===== config.mk =====
export PLATFORM = sky130hd
export DESIGN_NAME = id_ex_stage_flat
export DESIGN_NICKNAME = d
export VERILOG_FILES = /design/src/rtl/id_ex_stage_if.sv /design/src/rtl/id_ex_stage.sv /design/src/flat_wrapper.sv
export SDC_FILE = /design/constraint.sdc
export NUM_CORES = 1
export LEC_CHECK = 0
export CORE_ASPECT_RATIO = 1.2
export CORE_UTILIZATION = 36
export CTS_CLUSTER_SIZE = 12
export DETAILED_ROUTE_END_ITERATION = 12
export GPL_TIMING_DRIVEN = 0
export PLACE_DENSITY_LB_ADDON = 0.1
export REMOVE_ABC_BUFFERS = 1
export SLEW_MARGIN = 20
export SYNTH_ARGS = -nofsm -noshare
export SYNTH_HDL_FRONTEND = slang
export SYNTH_SLANG_ARGS = --single-unit

===== constraint.sdc =====
create_clock -name clk -period 2.1 [get_ports clk]
set_input_delay 0.42 -clock clk [delete_from_list [all_inputs] [get_ports clk]]
set_output_delay 0.42 -clock clk [all_outputs]
set_load 0.02 [all_outputs]

===== src/rtl/id_ex_stage_if.sv =====
// ID/EX stage bundle: decoded ID operands, downstream forwarding sources, and registered EX outputs.
// The master side is the decode/pipeline environment; the slave side is id_ex_stage.
interface id_ex_stage_if #(
  parameter int W  = 16,
  parameter int RW = 3
);
  logic          id_valid;
  logic [2:0]    id_opcode;
  logic [RW-1:0] id_rs;
  logic [RW-1:0] id_rt;
  logic [RW-1:0] id_rd;
  logic [W-1:0]  id_rs_data;
  logic [W-1:0]  id_rt_data;
  logic [W-1:0]  id_imm;
  logic          id_use_imm;
  logic          id_reg_write;
  logic          id_mem_read;
  logic          id_mem_write;

  logic          exmem_reg_write;
  logic [RW-1:0] exmem_rd;
  logic [W-1:0]  exmem_result;
  logic          memwb_reg_write;
  logic [RW-1:0] memwb_rd;
  logic [W-1:0]  memwb_result;

  logic [2:0]    alu_opcode;
  logic [W-1:0]  alu_a;
  logic [W-1:0]  alu_b;
  logic          ex_valid;
  logic          ex_reg_write;
  logic          ex_mem_read;
  logic          ex_mem_write;
  logic [RW-1:0] ex_rd;
  logic [W-1:0]  ex_store_data;
  logic          load_use_stall;

  modport master (
    output id_valid, id_opcode, id_rs, id_rt, id_rd, id_rs_data, id_rt_data, id_imm,
           id_use_imm, id_reg_write, id_mem_read, id_mem_write,
           exmem_reg_write, exmem_rd, exmem_result, memwb_reg_write, memwb_rd, memwb_result,
    input  alu_opcode, alu_a, alu_b, ex_valid, ex_reg_write, ex_mem_read, ex_mem_write,
           ex_rd, ex_store_data, load_use_stall
  );

  modport slave (
    input  id_valid, id_opcode, id_rs, id_rt, id_rd, id_rs_data, id_rt_data, id_imm,
           id_use_imm, id_reg_write, id_mem_read, id_mem_write,
           exmem_reg_write, exmem_rd, exmem_result, memwb_reg_write, memwb_rd, memwb_result,
    output alu_opcode, alu_a, alu_b, ex_valid, ex_reg_write, ex_mem_read, ex_mem_write,
           ex_rd, ex_store_data, load_use_stall
  );
endinterface


===== src/rtl/id_ex_stage.sv =====
// ID/EX pipeline register for the 16-bit MIPS pipeline: bubbles, stall hold, hazard detect.
// Define ID_EX_FORWARD_EN to build EX/MEM and MEM/WB forwarding; otherwise every RAW hazard stalls.
module id_ex_stage #(
  parameter int W  = 16,
  parameter int RW = 3
) (
  input  logic         clk,
  input  logic         rst,
  input  logic         stall,
  input  logic         flush,
  id_ex_stage_if.slave bus
);

  typedef struct packed {
    logic          valid;
    logic [2:0]    opcode;
`ifdef ID_EX_FORWARD_EN
    logic [RW-1:0] rs;
    logic [RW-1:0] rt;
`endif
    logic [RW-1:0] rd;
    logic [W-1:0]  rs_data;
    logic [W-1:0]  rt_data;
    logic [W-1:0]  imm;
    logic          use_imm;
    logic          reg_write;
    logic          mem_read;
    logic          mem_write;
  } ex_reg_t;

  ex_reg_t ex_q, ex_d, id_cap;
  logic    uses_rt;
  logic    ex_hit;
  logic    load_use;
  logic [W-1:0] fwd_a;
  logic [W-1:0] fwd_b;
`ifndef ID_EX_FORWARD_EN
  logic    exmem_hit;
`endif

  always_comb begin
    id_cap           = '0;
    id_cap.valid     = bus.id_valid;
    id_cap.opcode    = bus.id_opcode;
`ifdef ID_EX_FORWARD_EN
    id_cap.rs        = bus.id_rs;
    id_cap.rt        = bus.id_rt;
`endif
    id_cap.rd        = bus.id_rd;
    id_cap.rs_data   = bus.id_rs_data;
    id_cap.rt_data   = bus.id_rt_data;
    id_cap.imm       = bus.id_imm;
    id_cap.use_imm   = bus.id_use_imm;
    id_cap.reg_write = bus.id_reg_write & bus.id_valid;
    id_cap.mem_read  = bus.id_mem_read  & bus.id_valid;
    id_cap.mem_write = bus.id_mem_write & bus.id_valid;
  end

  // rt counts as a source when it feeds the ALU or supplies store data.
  always_comb begin
    uses_rt  = !bus.id_use_imm || bus.id_mem_write;
    ex_hit   = (ex_q.rd != '0) &&
               ((ex_q.rd == bus.id_rs) || (uses_rt && (ex_q.rd == bus.id_rt)));
    load_use = bus.id_valid & ex_q.valid & ex_q.mem_read & ex_hit;
`ifndef ID_EX_FORWARD_EN
    exmem_hit = (bus.exmem_rd != '0) &&
                ((bus.exmem_rd == bus.id_rs) || (uses_rt && (bus.exmem_rd == bus.id_rt)));
    load_use  = load_use | (bus.id_valid &
                ((ex_q.valid & ex_q.reg_write & ex_hit) | (bus.exmem_reg_write & exmem_hit)));
`endif
  end

  always_comb begin
    ex_d = id_cap;
    if (flush)         ex_d = '0;
    else if (stall)    ex_d = ex_q;
    else if (load_use) ex_d = '0;
  end

  always_ff @(posedge clk) begin
    if (rst) ex_q <= '0;
    else     ex_q <= ex_d;
  end

`ifdef ID_EX_FORWARD_EN
  // EX/MEM is checked first so the youngest result wins; r0 never forwards.
  always_comb begin
    fwd_a = ex_q.rs_data;
    if (bus.exmem_reg_write && (bus.exmem_rd == ex_q.rs) && (ex_q.rs != '0))
      fwd_a = bus.exmem_result;
    else if (bus.memwb_reg_write && (bus.memwb_rd == ex_q.rs) && (ex_q.rs != '0))
      fwd_a = bus.memwb_result;
    fwd_b = ex_q.rt_data;
    if (bus.exmem_reg_write && (bus.exmem_rd == ex_q.rt) && (ex_q.rt != '0))
      fwd_b = bus.exmem_result;
    else if (bus.memwb_reg_write && (bus.memwb_rd == ex_q.rt) && (ex_q.rt != '0))
      fwd_b = bus.memwb_result;
  end
`else
  always_comb begin
    fwd_a = ex_q.rs_data;
    fwd_b = ex_q.rt_data;
  end
`endif

  always_comb begin
    bus.alu_opcode    = '0;
    bus.alu_a         = '0;
    bus.alu_b         = '0;
    bus.ex_store_data = '0;
    if (ex_q.valid) begin
      bus.alu_opcode    = ex_q.opcode;
      bus.alu_a         = fwd_a;
      bus.alu_b         = ex_q.use_imm ? ex_q.imm : fwd_b;
      bus.ex_store_data = fwd_b;
    end
    bus.ex_valid       = ex_q.valid;
    bus.ex_reg_write   = ex_q.reg_write;
    bus.ex_mem_read    = ex_q.mem_read;
    bus.ex_mem_write   = ex_q.mem_write;
    bus.ex_rd          = ex_q.rd;
    bus.load_use_stall = load_use;
  end

endmodule


===== src/flat_wrapper.sv =====
// flat-port wrapper written by rule: the top's interface ports become plain ports
module id_ex_stage_flat 
#(
  parameter int W  = 16,
  parameter int RW = 3
)
  (clk, rst, stall, flush, bus_id_valid, bus_id_opcode, bus_id_rs, bus_id_rt, bus_id_rd, bus_id_rs_data, bus_id_rt_data, bus_id_imm, bus_id_use_imm, bus_id_reg_write, bus_id_mem_read, bus_id_mem_write, bus_exmem_reg_write, bus_exmem_rd, bus_exmem_result, bus_memwb_reg_write, bus_memwb_rd, bus_memwb_result, bus_alu_opcode, bus_alu_a, bus_alu_b, bus_ex_valid, bus_ex_reg_write, bus_ex_mem_read, bus_ex_mem_write, bus_ex_rd, bus_ex_store_data, bus_load_use_stall);
  id_ex_stage_if #(.W(W), .RW(RW)) bus_i ();
  input  logic clk;
  input  logic rst;
  input  logic stall;
  input  logic flush;
  input wire logic [$bits(bus_i.id_valid)-1:0] bus_id_valid;
  input wire logic [$bits(bus_i.id_opcode)-1:0] bus_id_opcode;
  input wire logic [$bits(bus_i.id_rs)-1:0] bus_id_rs;
  input wire logic [$bits(bus_i.id_rt)-1:0] bus_id_rt;
  input wire logic [$bits(bus_i.id_rd)-1:0] bus_id_rd;
  input wire logic [$bits(bus_i.id_rs_data)-1:0] bus_id_rs_data;
  input wire logic [$bits(bus_i.id_rt_data)-1:0] bus_id_rt_data;
  input wire logic [$bits(bus_i.id_imm)-1:0] bus_id_imm;
  input wire logic [$bits(bus_i.id_use_imm)-1:0] bus_id_use_imm;
  input wire logic [$bits(bus_i.id_reg_write)-1:0] bus_id_reg_write;
  input wire logic [$bits(bus_i.id_mem_read)-1:0] bus_id_mem_read;
  input wire logic [$bits(bus_i.id_mem_write)-1:0] bus_id_mem_write;
  input wire logic [$bits(bus_i.exmem_reg_write)-1:0] bus_exmem_reg_write;
  input wire logic [$bits(bus_i.exmem_rd)-1:0] bus_exmem_rd;
  input wire logic [$bits(bus_i.exmem_result)-1:0] bus_exmem_result;
  input wire logic [$bits(bus_i.memwb_reg_write)-1:0] bus_memwb_reg_write;
  input wire logic [$bits(bus_i.memwb_rd)-1:0] bus_memwb_rd;
  input wire logic [$bits(bus_i.memwb_result)-1:0] bus_memwb_result;
  output wire logic [$bits(bus_i.alu_opcode)-1:0] bus_alu_opcode;
  output wire logic [$bits(bus_i.alu_a)-1:0] bus_alu_a;
  output wire logic [$bits(bus_i.alu_b)-1:0] bus_alu_b;
  output wire logic [$bits(bus_i.ex_valid)-1:0] bus_ex_valid;
  output wire logic [$bits(bus_i.ex_reg_write)-1:0] bus_ex_reg_write;
  output wire logic [$bits(bus_i.ex_mem_read)-1:0] bus_ex_mem_read;
  output wire logic [$bits(bus_i.ex_mem_write)-1:0] bus_ex_mem_write;
  output wire logic [$bits(bus_i.ex_rd)-1:0] bus_ex_rd;
  output wire logic [$bits(bus_i.ex_store_data)-1:0] bus_ex_store_data;
  output wire logic [$bits(bus_i.load_use_stall)-1:0] bus_load_use_stall;
  assign bus_i.id_valid = bus_id_valid;
  assign bus_i.id_opcode = bus_id_opcode;
  assign bus_i.id_rs = bus_id_rs;
  assign bus_i.id_rt = bus_id_rt;
  assign bus_i.id_rd = bus_id_rd;
  assign bus_i.id_rs_data = bus_id_rs_data;
  assign bus_i.id_rt_data = bus_id_rt_data;
  assign bus_i.id_imm = bus_id_imm;
  assign bus_i.id_use_imm = bus_id_use_imm;
  assign bus_i.id_reg_write = bus_id_reg_write;
  assign bus_i.id_mem_read = bus_id_mem_read;
  assign bus_i.id_mem_write = bus_id_mem_write;
  assign bus_i.exmem_reg_write = bus_exmem_reg_write;
  assign bus_i.exmem_rd = bus_exmem_rd;
  assign bus_i.exmem_result = bus_exmem_result;
  assign bus_i.memwb_reg_write = bus_memwb_reg_write;
  assign bus_i.memwb_rd = bus_memwb_rd;
  assign bus_i.memwb_result = bus_memwb_result;
  assign bus_alu_opcode = bus_i.alu_opcode;
  assign bus_alu_a = bus_i.alu_a;
  assign bus_alu_b = bus_i.alu_b;
  assign bus_ex_valid = bus_i.ex_valid;
  assign bus_ex_reg_write = bus_i.ex_reg_write;
  assign bus_ex_mem_read = bus_i.ex_mem_read;
  assign bus_ex_mem_write = bus_i.ex_mem_write;
  assign bus_ex_rd = bus_i.ex_rd;
  assign bus_ex_store_data = bus_i.ex_store_data;
  assign bus_load_use_stall = bus_i.load_use_stall;
  id_ex_stage #(.W(W), .RW(RW)) u_core (.clk(clk), .rst(rst), .stall(stall), .flush(flush), .bus(bus_i));
endmodule

=== Word-level counts from Yosys, hierarchy flattened ===
Index checks and enable logic that the tools add are counted.

* Flip-flop bits (word level): 59
* Bits in latches: 0
* Bits in writable memories: 0
* Memory bits (read-only): 0
* Output and inout port bits: 59
* Memories: 0

* Add/subtract/negate cells: 0
* Multipliers: 0
* Div/mod/pow operators: 0
* $lt $le $gt $ge: 0
* Equality and inequality tests: 4
* Shifts and indexed selects: 0
* Muxes and demuxes: 6
* Bitwise operators: 12
* Reductions and logical operators: 11

{| class="wikitable"
|+ Operator list
! operator !! count
|-
| 16-bit 2-to-1 mux || 4
|-
| 59-bit 2-to-1 mux || 1
|-
| 3-bit equality test || 4
|-
| 1-bit AND || 10
|-
| 3-bit nonzero test || 2
|-
| 1-bit logical AND || 4
|-
| 1-bit logical OR || 3
|-
| 3-bit 2-to-1 mux || 1
|-
| 1-bit bitwise OR || 2
|-
| 2-bit OR reduction || 1
|-
| 1-bit zero test || 1
|}

=== Longest topological paths before layout ===
* Depth after elaboration: 10
* Depth in mapped cells: 7

=== Worst setup path before layout ===
OpenSTA, ideal clock, no wires.

* Path kind: input port to output port
* Start: input bus_id_rt[1]
* End: output bus_load_use_stall
* Arrival time: 1.404 ns
* Data required time: 1.680 ns
* Setup slack: 0.276 ns
* Cell stages on the path: 7
* Cell sequence: xnor2_1 -> nand4_1 -> a211oi_2 -> o21ai_1 -> buf_6 -> buf_6 -> inv_1

* Word-level cells in the longest chain between the ends: 8

{| class="wikitable"
|+ RTL lines
! element !! RTL line !! RTL
|-
| start: declaration || flat_wrapper.sv:16 || <nowiki>input wire logic [$bits(bus_i.id_rt)-1:0] bus_id_rt;</nowiki>
|-
| 3-bit equality test, on equally long branches || id_ex_stage.sv:63, id_ex_stage.sv:67 ||
|-
| 1-bit logical AND, on equally long branches || id_ex_stage.sv:63, id_ex_stage.sv:67 ||
|-
| 1-bit logical OR, on equally long branches || id_ex_stage.sv:63, id_ex_stage.sv:67 ||
|-
| 1-bit logical AND, on equally long branches || id_ex_stage.sv:62, id_ex_stage.sv:66 ||
|-
| 1-bit AND || id_ex_stage.sv:69 || <nowiki>((ex_q.valid & ex_q.reg_write & ex_hit) | (bus.exmem_reg_write & exmem_hit)));</nowiki>
|-
| 1-bit bitwise OR || id_ex_stage.sv:69 ||
|-
| 1-bit AND || id_ex_stage.sv:68 || <nowiki>load_use = load_use | (bus.id_valid &</nowiki>
|-
| 1-bit bitwise OR * || id_ex_stage.sv:68 ||
|-
| end: declaration || flat_wrapper.sv:40 || <nowiki>output wire logic [$bits(bus_i.load_use_stall)-1:0] bus_load_use_stall;</nowiki>
|}

Mark *: on every way between the ends. The rest lies on a longest branch, timed or not.

=== Final worst setup path ===
* Start: register u_core.ex_q, in the netlist u_core.bus.ex_rd[1]
* End: output bus_load_use_stall

* Word-level cells in the longest chain between the ends: 8

{| class="wikitable"
|+ RTL lines
! element !! RTL line !! RTL
|-
| start: declaration || id_ex_stage.sv:31 || <nowiki>ex_reg_t ex_q, ex_d, id_cap;</nowiki>
|-
| start signal: assignment || id_ex_stage.sv:81 || <nowiki>if (rst) ex_q <= '0;</nowiki>
|-
| start signal: assignment || id_ex_stage.sv:82 || <nowiki>else ex_q <= ex_d;</nowiki>
|-
| 3-bit equality test || id_ex_stage.sv:63 || <nowiki>((ex_q.rd == bus.id_rs) || (uses_rt && (ex_q.rd == bus.id_rt)));</nowiki>
|-
| 1-bit logical AND || id_ex_stage.sv:63 ||
|-
| 1-bit logical OR || id_ex_stage.sv:63 ||
|-
| 1-bit logical AND * || id_ex_stage.sv:62 || <nowiki>ex_hit = (ex_q.rd != '0) &&</nowiki>
|-
| 1-bit AND || id_ex_stage.sv:69 ||
|-
| 1-bit bitwise OR || id_ex_stage.sv:69 ||
|-
| 1-bit AND || id_ex_stage.sv:68 ||
|-
| 1-bit bitwise OR * || id_ex_stage.sv:68 ||
|}

Marked as above.

==> results.yml <==
clock_tree:
  insertion_delay_ps: 330
  clk_path_buf_depth: 2
  root_buffer: "clkbuf_8"
  holdBufCountCts: 0
  cts.sinks: 59
  cts_tree: "done"
  clk_pin_slew_ps: 60
  htree_levels: 3
  cts_buffers: 9
place:
  place.gp.congestion: 0.697
  place_ws_ps: -884
  io_buffers: 131
  hpwl_mm: 5.13
  placedCellCount: 445
sta:
  setup_tns_ps: 0
  finalCritPeriodShare: 0.986
  hold_violations: 0
  relSlewSlack: 0.729
  fmax_mhz: 483
  period_minus_slack_ps: 2070
  finalSetupViolCount: 0
  slew_viol_final: 0
  setup_slack_ps: 28.9
  grt_setup_unrepaired: "yes"
  hold_ws_ps: 456
  worst_pin_slew_ps: 403
  final.setup_skew_ps: 7.01
floorplanning:
  die_area_mm2: 0.00757
  die_height_um: 95.1
  io_pins: 168
  core-area_mm2: 0.00690
  initial_utilization: 0.377
  dieWidth_um: 79.6
  rows: 33
outcome:
  status: "completed"
cells_and_area:
  layout-drive-gt1-share: 0.151
  nets: 489
  layoutNonFillerInstCount: 472
  final_common_cell: "clkdlybuf4s50_1"
  n_antenna_cell: 0
  fin_util: 0.650
  multi_input_area_mm2: 0.00134
  nFillCells: 574
  seqCellArea_mm2: 0.00120
  final_cell_mix: "77 x clkdlybuf4s50_1, 55 x a32o_1, 54 x dfxtp_1"
  synthToLayoutAreaGrowth_pct: 72.3
critical_path:
  rr_startpoint: "u_core.bus.ex_rd[1]"
  critPathLaunch: "u_core.bus.ex_rd[1]"
  ff2ff_setup_slack_ps: 170
  reg2reg_depth: 7
  critical_path_required_ps: 1680
  path_class: "reg2out"
  endpoint: "bus_load_use_stall"
  start_kind: "flop"
  cp_data_arrival_time_ps: 1650
  endpoint_kind: "output pin"
  reg2reg_to: "u_core.fwd_a[1]"
  cp_max_fo: 4
power_and_ir_drop:
  powerDensity_mw_per_mm2: 603
  ir_worst_vdd_uv: 549
  p_leak_nw: 2.05
drt:
  drt_wl_total_mm: 7.68
  vias_per_cell: 5.25
  drc: 0
  drtPass1Iterations: 4
  routed-via-count: 2476
  wl_per_cell_um: 16.3
  drt_iter0_drc: 124
  antenna_left: 0
grt:
  grt_use_total: 0.206
  grt-ovfl-total: 0
  grt_max_degree: 38
  grt_first_pass_wirelength_mm: 11.8
  grt_pass1_vias: 2409
  antenna_found_initial: 0
flow_run:
  max_cap_viol_count: 0
hold_path:
  hold_path.class: "reg2reg"
yosys:
  syn_inst: 241
  synth-async-reset-ratio: 0
  ys_ff_latch: 59
  synthesis.area_mm2: 0.00260
  synth_flop_cell: "dfxtp_1"
  yosysWarnings: 0
  synth-edff-count: 0
  yosysSeqAreaShare: 0.454
  synth.avg_cell_area_um2: 10.8
  synthDistinctLibCells: 24
-- cells by family after synthesis --
| logic type | after synthesis | share of synthesized area |
|---|---|---|
| AOI/OAI and AO/OA | 64 | 0.238 |
| and+or+nand+nor | 61 | 0.144 |
| DFF | 59 | 0.454 |
| buffers and inverters | 29 | 0.0620 |
| muxes | 16 | 0.0616 |
| xor gates and xnor gates | 12 | 0.0404 |
-- timing repair --
action	4_1_cts	5_1_grt
endpoints found under the hold margin	0	0
pin swaps	3	5
setup endpoints to repair	79	33
gates resized for setup	53	28
setup buffers	9	2
gates cloned	1	0
-- how the worst min path moves through the flow --
stage,from,end,slack [ps],cells past startpoint
3_3_place_gp,u_core.fwd_a[12],u_core.fwd_a[12],440,1
2_1_floorplan,u_core.fwd_a[12],u_core.fwd_a[12],430,1
3_5_place_dp,u_core.fwd_a[12],u_core.fwd_a[12],450,1
5_1_grt,u_core.fwd_a[7],u_core.fwd_a[7],470,1
6_report,u_core.fwd_a[12],u_core.fwd_a[12],460,1
4_1_cts,bus_id_mem_write,u_core.bus.ex_mem_write,440,2
-- worst max-delay path, stage by stage, from the launching register on --
cell      delay (ps)
dfxtp_4          360
xnor2_2          140
nand4_1          180
a211oi_4         350
o21ai_4          120
inv_2             70
buf_6            100
-- area by class of cell --
| class | count | share of cell area |
|---|---|---|
| multi-input cells | 153 | 0.299 |
| well taps | 87 | 0.0243 |
| flip-flops and latches | 59 | 0.268 |
| repair buffers | 156 | 0.358 |
| clock buffers | 11 | 0.0338 |
| inverters | 1 | 0.000837 |
| clock inverters | 5 | 0.0167 |
-- cell usage after synthesis, drive strengths merged (3+ instances only) --
library cell  count  area, um2
dfxtp            59       1180
a32o             55        551
and2             35        219
clkbuf           17       63.8
mux2i            16        160
nor2b            16        100
xnor2            12        105
buf              11       93.8
a22o              3       26.3
nor3              3       15.0
-- per-stage QoR --
step	instance area, um2	total power (W)
4_1_cts	4400	0.00273
3_3_place_gp	3860	0.00151
6_report	4480	0.00270
2_1_floorplan	2440	0.00132
5_1_grt	4480	0.00281
3_5_place_dp	4060	0.00155
-- where the power goes --
group          total (W)  switching, W  internal [W]
Combinational   0.000364      0.000137      0.000227
Clock            0.00116      0.000436      0.000726
Sequential       0.00118     0.0000238       0.00115
Total            0.00270      0.000597       0.00211
-- layer usage --
metal  share of wire  vias up  GRT usage  wire [um]
met2            0.48       86      0.338       3700
li1                -     1189          -          -
met5               0        -          0          0
met4           0.021        0     0.0985        162
met3           0.077       13     0.0622        591
met1            0.42     1188      0.244       3230
-- flip-flops by register name (all words and copies together), names as in the netlist --
name,count
u_core.ex_q,20
u_core.fwd_a,16
u_core.fwd_b,16
u_core.bus.ex_rd,3
u_core.bus.ex_mem_read,1
u_core.bus.ex_mem_write,1
u_core.bus.ex_reg_write,1
u_core.bus.ex_valid,1
No activity file was read; power rests on OpenSTA's default activity.
